[config.mk]
export PLATFORM = sky130hd
export DESIGN_NAME = branch_predict_unit
export DESIGN_NICKNAME = d
export VERILOG_FILES = /design/src/rtl/branch_predict_unit.sv
export SDC_FILE = /design/constraint.sdc
export NUM_CORES = 1
export LEC_CHECK = 0
export ABC_CLOCK_PERIOD_IN_PS = 7950
export CORE_MARGIN = 3
export CORE_UTILIZATION = 53
export DETAILED_ROUTE_END_ITERATION = 8
export HOLD_SLACK_MARGIN = 0.15
export PLACE_DENSITY = 0.77
export SLEW_MARGIN = 40
export SYNTH_ARGS = -nofsm -noshare
export SYNTH_HDL_FRONTEND = slang
export SYNTH_SLANG_ARGS = --single-unit
[constraint.sdc]
create_clock -name clk -period 7.95 [get_ports clk]
set_input_delay 2.385 -clock clk [delete_from_list [all_inputs] [get_ports clk]]
set_output_delay 2.385 -clock clk [all_outputs]
set_load 0.02 [all_outputs]
[src/rtl/branch_predict_unit.sv]
// branch_predict_unit
//   Fetch-side branch prediction (direct-mapped BTB + 2-bit BHT) and
//   execute-side branch/JALR resolution with redirect on mispredict.
//
//   Optional build macro: BRANCH_STATS_EN adds resolve/mispredict counters.
//
//   Ports:
//     clk, reset          clock, synchronous active-high reset
//     F_PC                fetch PC for lookup
//     Pred_Taken/Target   fetch prediction (combinational)
//     Ex_*                EX-stage instruction info and carried prediction
//     PC_Imm, PC_Four     Ex_PC+Ex_Imm, Ex_PC+4 (32-bit, wrapping)
//     BrPC, PcSel         redirect target and redirect/flush request
//     Stat_Branches       (BRANCH_STATS_EN) resolve-event count
//     Stat_Mispredicts    (BRANCH_STATS_EN) mispredict count
module branch_predict_unit #(
    parameter int unsigned PC_W        = 9,
    parameter int unsigned BHT_ENTRIES = 16,
    parameter logic [1:0]  CTR_INIT    = 2'b01
) (
    input  logic              clk,
    input  logic              reset,
    input  logic [PC_W-1:0]   F_PC,
    output logic              Pred_Taken,
    output logic [31:0]       Pred_Target,
    input  logic              Ex_Valid,
    input  logic [PC_W-1:0]   Ex_PC,
    input  logic              Ex_Branch,
    input  logic              Ex_Jalr,
    input  logic [31:0]       Ex_Imm,
    input  logic [31:0]       Ex_AluResult,
    input  logic              Ex_PredTaken,
    input  logic [31:0]       Ex_PredTarget,
    output logic [31:0]       PC_Imm,
    output logic [31:0]       PC_Four,
    output logic [31:0]       BrPC,
    output logic              PcSel
`ifdef BRANCH_STATS_EN
    ,
    output logic [31:0]       Stat_Branches,
    output logic [31:0]       Stat_Mispredicts
`endif
);

    localparam int unsigned IDX_W = $clog2(BHT_ENTRIES);
    // PC_W must leave at least one tag bit above the index and byte offset.
    localparam int unsigned TAG_W = PC_W - IDX_W - 2;

    function automatic logic [1:0] sat_inc(input logic [1:0] c);
        return (c == 2'b11) ? 2'b11 : 2'(c + 2'd1);
    endfunction

    function automatic logic [1:0] sat_dec(input logic [1:0] c);
        return (c == 2'b00) ? 2'b00 : 2'(c - 2'd1);
    endfunction

    // Table storage
    logic             valid_q  [BHT_ENTRIES];
    logic [TAG_W-1:0] tag_q    [BHT_ENTRIES];
    logic [31:0]      target_q [BHT_ENTRIES];
    logic [1:0]       ctr_q    [BHT_ENTRIES];

    // Byte-offset bits never participate in indexing or tagging
    logic unused_pc_bits;
    assign unused_pc_bits = ^{F_PC[1:0], Ex_PC[1:0]};

    // Fetch lookup
    logic [IDX_W-1:0] f_idx;
    logic [TAG_W-1:0] f_tag;
    logic             f_hit;

    always_comb begin
        f_idx       = F_PC[IDX_W+1:2];
        f_tag       = F_PC[PC_W-1:IDX_W+2];
        f_hit       = !reset && valid_q[f_idx] && (tag_q[f_idx] == f_tag);
        Pred_Taken  = f_hit && ctr_q[f_idx][1];
        Pred_Target = f_hit ? target_q[f_idx] : 32'd0;
    end

    // Execute resolve
    logic [31:0]      ex_pc_ext;
    logic             ctl_act;
    logic             taken;
    logic [31:0]      act_tgt;
    logic             mispredict;

    assign ex_pc_ext = 32'(Ex_PC);
    assign PC_Imm    = ex_pc_ext + Ex_Imm;
    assign PC_Four   = ex_pc_ext + 32'd4;

    always_comb begin
        ctl_act    = Ex_Valid && (Ex_Branch || Ex_Jalr);
        taken      = Ex_Jalr || (Ex_Branch && Ex_AluResult[0]);
        act_tgt    = Ex_Jalr ? {Ex_AluResult[31:1], 1'b0} : PC_Imm;
        mispredict = ctl_act &&
                     ((taken != Ex_PredTaken) || (taken && (act_tgt != Ex_PredTarget)));
        PcSel      = !reset && mispredict;
        BrPC       = 32'd0;
        if (PcSel) begin
            BrPC = taken ? act_tgt : PC_Four;
        end
    end

    // Table update decision
    logic [IDX_W-1:0] u_idx;
    logic [TAG_W-1:0] u_tag;
    logic             u_hit;
    logic             u_alloc;   // write valid/tag/target
    logic             u_ctr_en;  // write counter
    logic [1:0]       u_ctr_d;

    always_comb begin
        u_idx    = Ex_PC[IDX_W+1:2];
        u_tag    = Ex_PC[PC_W-1:IDX_W+2];
        u_hit    = valid_q[u_idx] && (tag_q[u_idx] == u_tag);
        u_alloc  = 1'b0;
        u_ctr_en = 1'b0;
        u_ctr_d  = ctr_q[u_idx];
        if (ctl_act) begin
            if (Ex_Jalr) begin
                u_alloc  = 1'b1;
                u_ctr_en = 1'b1;
                u_ctr_d  = 2'b11;
            end else if (taken) begin
                u_alloc  = 1'b1;
                u_ctr_en = 1'b1;
                // A replaced entry starts one step above the reset value
                u_ctr_d  = u_hit ? sat_inc(ctr_q[u_idx]) : sat_inc(CTR_INIT);
            end else if (u_hit) begin
                u_ctr_en = 1'b1;
                u_ctr_d  = sat_dec(ctr_q[u_idx]);
            end
        end
    end

    // Table state register; an update coincident with reset is dropped
    always_ff @(posedge clk) begin
        if (reset) begin
            for (int i = 0; i < int'(BHT_ENTRIES); i++) begin
                valid_q[i]  <= 1'b0;
                tag_q[i]    <= '0;
                target_q[i] <= 32'd0;
                ctr_q[i]    <= CTR_INIT;
            end
        end else begin
            if (u_alloc) begin
                valid_q[u_idx]  <= 1'b1;
                tag_q[u_idx]    <= u_tag;
                target_q[u_idx] <= act_tgt;
            end
            if (u_ctr_en) begin
                ctr_q[u_idx] <= u_ctr_d;
            end
        end
    end

`ifdef BRANCH_STATS_EN
    // Event counters, wrap at 2^32
    logic [31:0] stat_br_q, stat_br_d;
    logic [31:0] stat_mp_q, stat_mp_d;

    always_comb begin
        stat_br_d = stat_br_q;
        stat_mp_d = stat_mp_q;
        if (ctl_act)    stat_br_d = stat_br_q + 32'd1;
        if (mispredict) stat_mp_d = stat_mp_q + 32'd1;
    end

    always_ff @(posedge clk) begin
        if (reset) begin
            stat_br_q <= 32'd0;
            stat_mp_q <= 32'd0;
        end else begin
            stat_br_q <= stat_br_d;
            stat_mp_q <= stat_mp_d;
        end
    end

    assign Stat_Branches    = stat_br_q;
    assign Stat_Mispredicts = stat_mp_q;
`endif

endmodule

# ---- Yosys cells after proc, flatten, opt, wreduce, memory -nomap -nowiden
# Memory sizes are Yosys's and may differ from the RTL's.
# Index checks and enable logic that the tools add are counted.
dict set report totals {
  elab_cells 69
  ramBits 608
  regBits 0
  memories 4
  output_inout_bits 130
}
dict set report op_classes {
  n_mux 38
  n_reduce_logical 18
  eq_ne 5
  addsub 4
}
# memory depth word_bits rd rd_clocked_by_memory_dff wr line
set memory_table {}
lappend memory_table {target_q 16 32 1 0 16 60} ;# logic [31:0] target_q [BHT_ENTRIES];
lappend memory_table {tag_q 16 3 2 0 16 59} ;# logic [TAG_W-1:0] tag_q [BHT_ENTRIES];
lappend memory_table {ctr_q 16 2 2 0 16 61} ;# logic [1:0] ctr_q [BHT_ENTRIES];
lappend memory_table {valid_q 16 1 2 0 16 58} ;# logic valid_q [BHT_ENTRIES];
# op count
set op_table {}
lappend op_table {{$mux 32} 5}
lappend op_table {{$add 9x32->32} 1}
lappend op_table {{$ne 32x32->1} 1}
lappend op_table {{$reduce_or 32->1} 1}
lappend op_table {{$mux 1} 20}
lappend op_table {{$mux 2} 8}
lappend op_table {{$mux 4} 4}
lappend op_table {{$add 9x3->10 const B} 1}
lappend op_table {{$logic_and 1x1->1} 9}
lappend op_table {{$eq 3x3->1} 2}
lappend op_table {{$logic_or 1x1->1} 3}
lappend op_table {{$mux 3} 1}
lappend op_table {{$reduce_or 3->1} 1}
lappend op_table {{$add 2x1->2 const B} 1}
lappend op_table {{$eq 2x2->1 const B} 1}
lappend op_table {{$logic_not 2->1} 1}
lappend op_table {{$reduce_or 2->1} 1}
lappend op_table {{$sub 2x1->2 const B} 1}
lappend op_table {{$logic_not 1->1} 1}
lappend op_table {{$ne 1x1->1} 1}
lappend op_table {{$reduce_or 1->1} 1}

# ---- Depth between registers and ports, before layout
# An unclocked memory read counts as a cell.
dict set report depth {
  ltp_word 12
  depth_mapped 14
  mapped_depth_nobuf 12
}

# ---- Worst setup path before layout
# No wires, ideal clock.
dict set report synth_timing {
  kind {input to output}
  from {in Ex_PC[0]}
  to {out BrPC[6]}
  setup_slack_ns -0.413
  cell_stages 12
  required_time_ns 5.565
  arrival_time_ns 5.978
  cell_sequence {ha_1 inv_1 fa_1 nand2b_1 a211oi_2 o2111ai_1 xnor2_1 mux2i_1 xor2_1 nand4_1 nor4_4 a2111oi_0}
}
dict set report synth_between {
  elab_chain_cells 8
  elab_cells_between_ends 10
}
# item line
set synth_lines {}
lappend synth_lines {{start: declaration} 27} ;# input logic [PC_W-1:0] Ex_PC,
lappend synth_lines {{$add 9x32->32} 88} ;# assign PC_Imm = ex_pc_ext + Ex_Imm;
lappend synth_lines {{via PC_Imm[24]} 34} ;# output logic [31:0] PC_Imm,
lappend synth_lines {{$mux 32} 94} ;# act_tgt = Ex_Jalr ? {Ex_AluResult[31:1], 1'b0} : PC_Imm;
lappend synth_lines {{$ne 32x32->1} 96} ;# ((taken != Ex_PredTaken) || (taken && (act_tgt != Ex_PredTarget)));
lappend synth_lines {{$logic_and 1x1->1} 96}
lappend synth_lines {{$logic_or 1x1->1} 96}
lappend synth_lines {{$logic_and 1x1->1} 95} ;# mispredict = ctl_act &&
lappend synth_lines {{$logic_and 1x1->1} 97} ;# PcSel = !reset && mispredict;
lappend synth_lines {{$mux 32} 99} ;# if (PcSel) begin
lappend synth_lines {{end: declaration} 36} ;# output logic [31:0] BrPC,
# The timed path passes the listed nets, and every way through them passes these cells.

# ---- Worst setup path after layout
dict set report layout_timing {
  from {in Ex_Imm[1]}
  to {out BrPC[10]}
}
dict set report layout_between {
  elab_chain_cells 8
  elab_cells_between_ends 9
}
# item line
set layout_lines {}
lappend layout_lines {{start: declaration} 30} ;# input logic [31:0] Ex_Imm,
lappend layout_lines {{$add 9x32->32 *} 88}
lappend layout_lines {{$mux 32 *} 94}
lappend layout_lines {{$ne 32x32->1} 96}
lappend layout_lines {{$logic_and 1x1->1} 96}
lappend layout_lines {{$logic_or 1x1->1} 96}
lappend layout_lines {{$logic_and 1x1->1} 95}
lappend layout_lines {{$logic_and 1x1->1} 97}
lappend layout_lines {{$mux 32 *} 99}
# Every way passes the cells marked *; elsewhere a longest branch is shown, timed or not.

==> flow_metrics.tcl <==
set metrics [dict create \
    crit_type "input pin to output pin" \
    min_path_cells 2 \
    viasPerCell 6.389 \
    grt_pass1_wl_um 145000 \
    max-vdd-ir-drop_mv 0.1761 \
    period_share_pct 105.2 \
    drtPass1Iterations 6 \
    synthCells 2210 \
    critPathRequiredTime_ns 5.57 \
    syn_avg_cell_area_um2 13.68 \
    ios 250 \
    drc_errors 0 \
    dp_cells 3281 \
    die_h_um 244.9 \
    globalplace.congestion 0.9757 \
    area_growth_pct 24.07 \
    hold_class "register to register" \
    cts_tree "built" \
    yosys.area_share.adder_pct 0.6373 \
    path_clk_slew_ns 0.06 \
    reg2reg_depth 8 \
    leakagePower_nw 13.63 \
    antenna_found_initial 3 \
    numCtsBuffers 57 \
    power_density_nw_per_um2 200.1 \
    multiInputGateArea_um2 11880 \
    dieArea_um2 59950 \
    drive_gt1_share_pct 30.87 \
    drt_iter0_drc 2928 \
    worstPathMaxFanout 8 \
    root_buffer "clkbuf_16" \
    finalSetupTns_ns -12.79 \
    clock.fmax_mhz 119.6 \
    start_kind "input pin" \
    synth-edff-count 592 \
    synth_xor_area_share_pct 2.214 \
    start_util_pct 54.25 \
    r2r_end "ctr_q[11][1]$_SDFFCE_PN0P_" \
    yosys_warnings 0 \
    cts_sinks 608 \
    synthFlopType "edfxtp_1" \
    status "complete, but fails checks" \
    synth_top_cell_area_share_pct 58.79 \
    synth_top_family_by_area "multiplexers" \
    netlist_area_um2 30240 \
    worstSetupEndpointType "output pin" \
    hold_violations 0 \
    maxSlewViolCount 0 \
    synth_cell_types 88 \
    finalInstanceArea_um2 37510 \
    reg2reg_slack_ns 4.34 \
    tightest_slew_ns 0.8838 \
    fillCellCount 3851 \
    setup_viol 33 \
    fin_cells 3413 \
    routed_wl_um 99130 \
    wl_per_cell_um 29.04 \
    synth-async-reset-ratio_pct 0 \
    worstReg2RegStart "tag_q[15][0]$_SDFFCE_PN0P_" \
    failed_checks "setup timing" \
    overflow 0 \
    grt_setup_unrepaired "true" \
    ys_top_cells_by_area "edfxtp_1, mux4_2, nor2_1" \
    grt_pass1_vias 22780 \
    dieWidth_um 244.9 \
    place_area_um2 35130 \
    clk_latency_ns 0.62 \
    rows 86 \
    synth_compound_gate_area_share_pct 3.521 \
    synth_area_leader_cell "edfxtp_1" \
    synth-simple-area-share_pct 13.23 \
    maxCapViolCount 0 \
    port-buffer-count 225 \
    antenna_left 0 \
    grt.total_usage_pct 33.35 \
    htreeDepth 2 \
    grt_start_max_net_pins 69 \
    core_area_um2 55740 \
    clock_skew_ns 0.01893 \
    clock_path_buffers 3 \
    ys_seq_elements 608 \
    synth_seq_area_share_pct 59.85 \
    muxShareOfSynthArea_pct 16.95 \
    min_period_ns 8.363 \
    num_vias 21810 \
    cp_data_arrival_time_ns 5.98 \
    setup_ws_ns -0.4135 \
    hp-start "valid_q[2]$_DFF_P_" \
    holdPathEnd "valid_q[2]$_DFF_P_" \
    slew_headroom_pct 41.08 \
    nets 2758 \
    place_hpwl_um 59820 \
    seq_area_um2 18100 \
]
==> flip-flops by register name (all words and copies together) (netlist names) <==
register and flops:
target_q 512, ctr_q 32, valid_q 16, tag_q 48
==> cells by family after synthesis <==
kind of cell    after synthesis
flops                       608
compound gates              144
simple gates                878
other cells                   1
buf+inv                     249
xor+xnor                     74
fa+ha+maj                    15
mux                         241
==> cells in the mapped netlist (3+ instances only) <==
library cell and instances:
nor2_1 598, edfxtp_1 592, mux4_2 215, clkbuf_1 140
nand2_1 49, inv_1 38, xnor2_1 38, nor2b_1 37
xor2_1 34, o21ai_0 32, nand2b_1 31, nand3_1 29
buf_4 26, mux2i_1 22, nor3_1 22, buf_1 21
and3_1 20, a21oi_1 19, nor3_2 18, a21o_1 17
buf_2 17, dfxtp_1 16, nand4_1 14, ha_1 13
nor4_1 12, a31oi_1 11, and2_1 8, or2_2 8
o211ai_1 6, a2111oi_0 5, o22ai_1 5, or3_1 5
or4_1 5, buf_6 4, nand3b_1 4, o2111ai_1 4
o21a_1 4, a211o_1 3, nand4_2 3, nor2_2 3
o31a_1 3
==> per-layer routing <==
layer | wire length [µm] | track usage, % | up-vias
met5 | 0 | 0 | -
met1 | 32000 | 40.51 | 10690
met3 | 12530 | 8.051 | 330
li1 | - | - | 8978
met2 | 49200 | 56.09 | 1807
met4 | 5403 | 16.85 | 0
==> how the worst max path moves through the flow <==
| stage | cells past startpoint | from | endpoint |
|---|---|---|---|
| global placement | 15 | Ex_PC[0] | BrPC[8] |
| detailed placement | 15 | Ex_PC[0] | BrPC[6] |
| global route | 18 | Ex_Imm[1] | BrPC[6] |
| CTS | 17 | Ex_PC[0] | BrPC[4] |
| finish | 18 | Ex_Imm[1] | BrPC[10] |
| floorplan | 13 | Ex_PC[0] | BrPC[6] |
==> worst max-delay path: stages <==
cell	delay, ns
buf_2	0.11
buf_6	0.12
ha_4	0.24
a211oi_4	0.33
buf_4	0.17
o21a_1	0.14
buf_4	0.14
xnor2_2	0.11
buf_6	0.15
xnor2_1	0.12
o22ai_1	0.13
or4_1	0.40
or4_4	0.50
nor4_4	0.32
buf_4	0.22
buf_16	0.19
nor3_4	0.05
buf_6	0.15
==> cell usage in the layout, fill, tap and decap left out, types with 13 or more instances in the layout <==
cell type / synthesis / final
buf_6: 4 / 30
xor2_1: 34 / 33
a21oi_1: 19 / 15
buf_2: 17 / 18
dfxtp_1: 16 / 16
nor3_4: 1 / 15
conb_1: 1 / 22
nor2b_1: 37 / 36
clkbuf_16: 0 / 58
a21o_1: 17 / 17
xnor2_1: 38 / 32
and3_1: 20 / 20
clkinv_1: 1 / 14
inv_1: 38 / 35
nand2_1: 49 / 36
mux4_2: 215 / 215
edfxtp_1: 592 / 592
nand2b_1: 31 / 14
nand2_2: 0 / 13
nor3_1: 22 / 16
nand4_1: 14 / 14
nand3_1: 29 / 22
o21ai_0: 32 / 28
dlygate4sd2_1: 0 / 18
nor2_1: 598 / 595
clkdlybuf4s50_1: 0 / 146
buf_4: 26 / 314
==> report_power, final <==
part / total, mW / internal [mW] / switching, mW
sequential: 3.73 / 3.68 / 0.0566
clock: 2.60 / 1.43 / 1.17
combinational: 1.17 / 0.520 / 0.654
==> metrics by stage <==
step / power (mW) / util, % / hold WS (ns) / worst slack [ns]
6_report: 7.508 / 67.30 / 0.4773 / -0.4135
5_1_grt: 7.695 / 67.30 / 0.4958 / -0.4953
4_1_cts: 7.472 / 66.87 / 0.4710 / -0.3709
3_5_place_dp: 4.893 / 63.02 / 0.4597 / -1.506
3_3_place_gp: 4.862 / 62.97 / 0.4473 / -1.515
2_1_floorplan: 4.384 / - / 0.4369 / -0.08635
==> layout make-up <==
class | count | area share [%]
diodes | 2 | 0.01334
clock buffers | 69 | 3.979
clock inverters | 29 | 0.6471
inverters | 39 | 0.3902
multi-input cells | 1374 | 31.68
flip-flops and latches | 608 | 48.24
well taps | 748 | 2.495
repair buffers | 544 | 12.55
==> repair_timing <==
item	4_1_cts	5_1_grt
resized for setup	299	38
endpoints found under the setup margin	41	33
cloned	3	0
hold buffers	0	0
hold endpoints to repair	0	0
pin swaps	52	24
buffers inserted	20	13
Note: power is estimated with default switching activity, not from simulation.
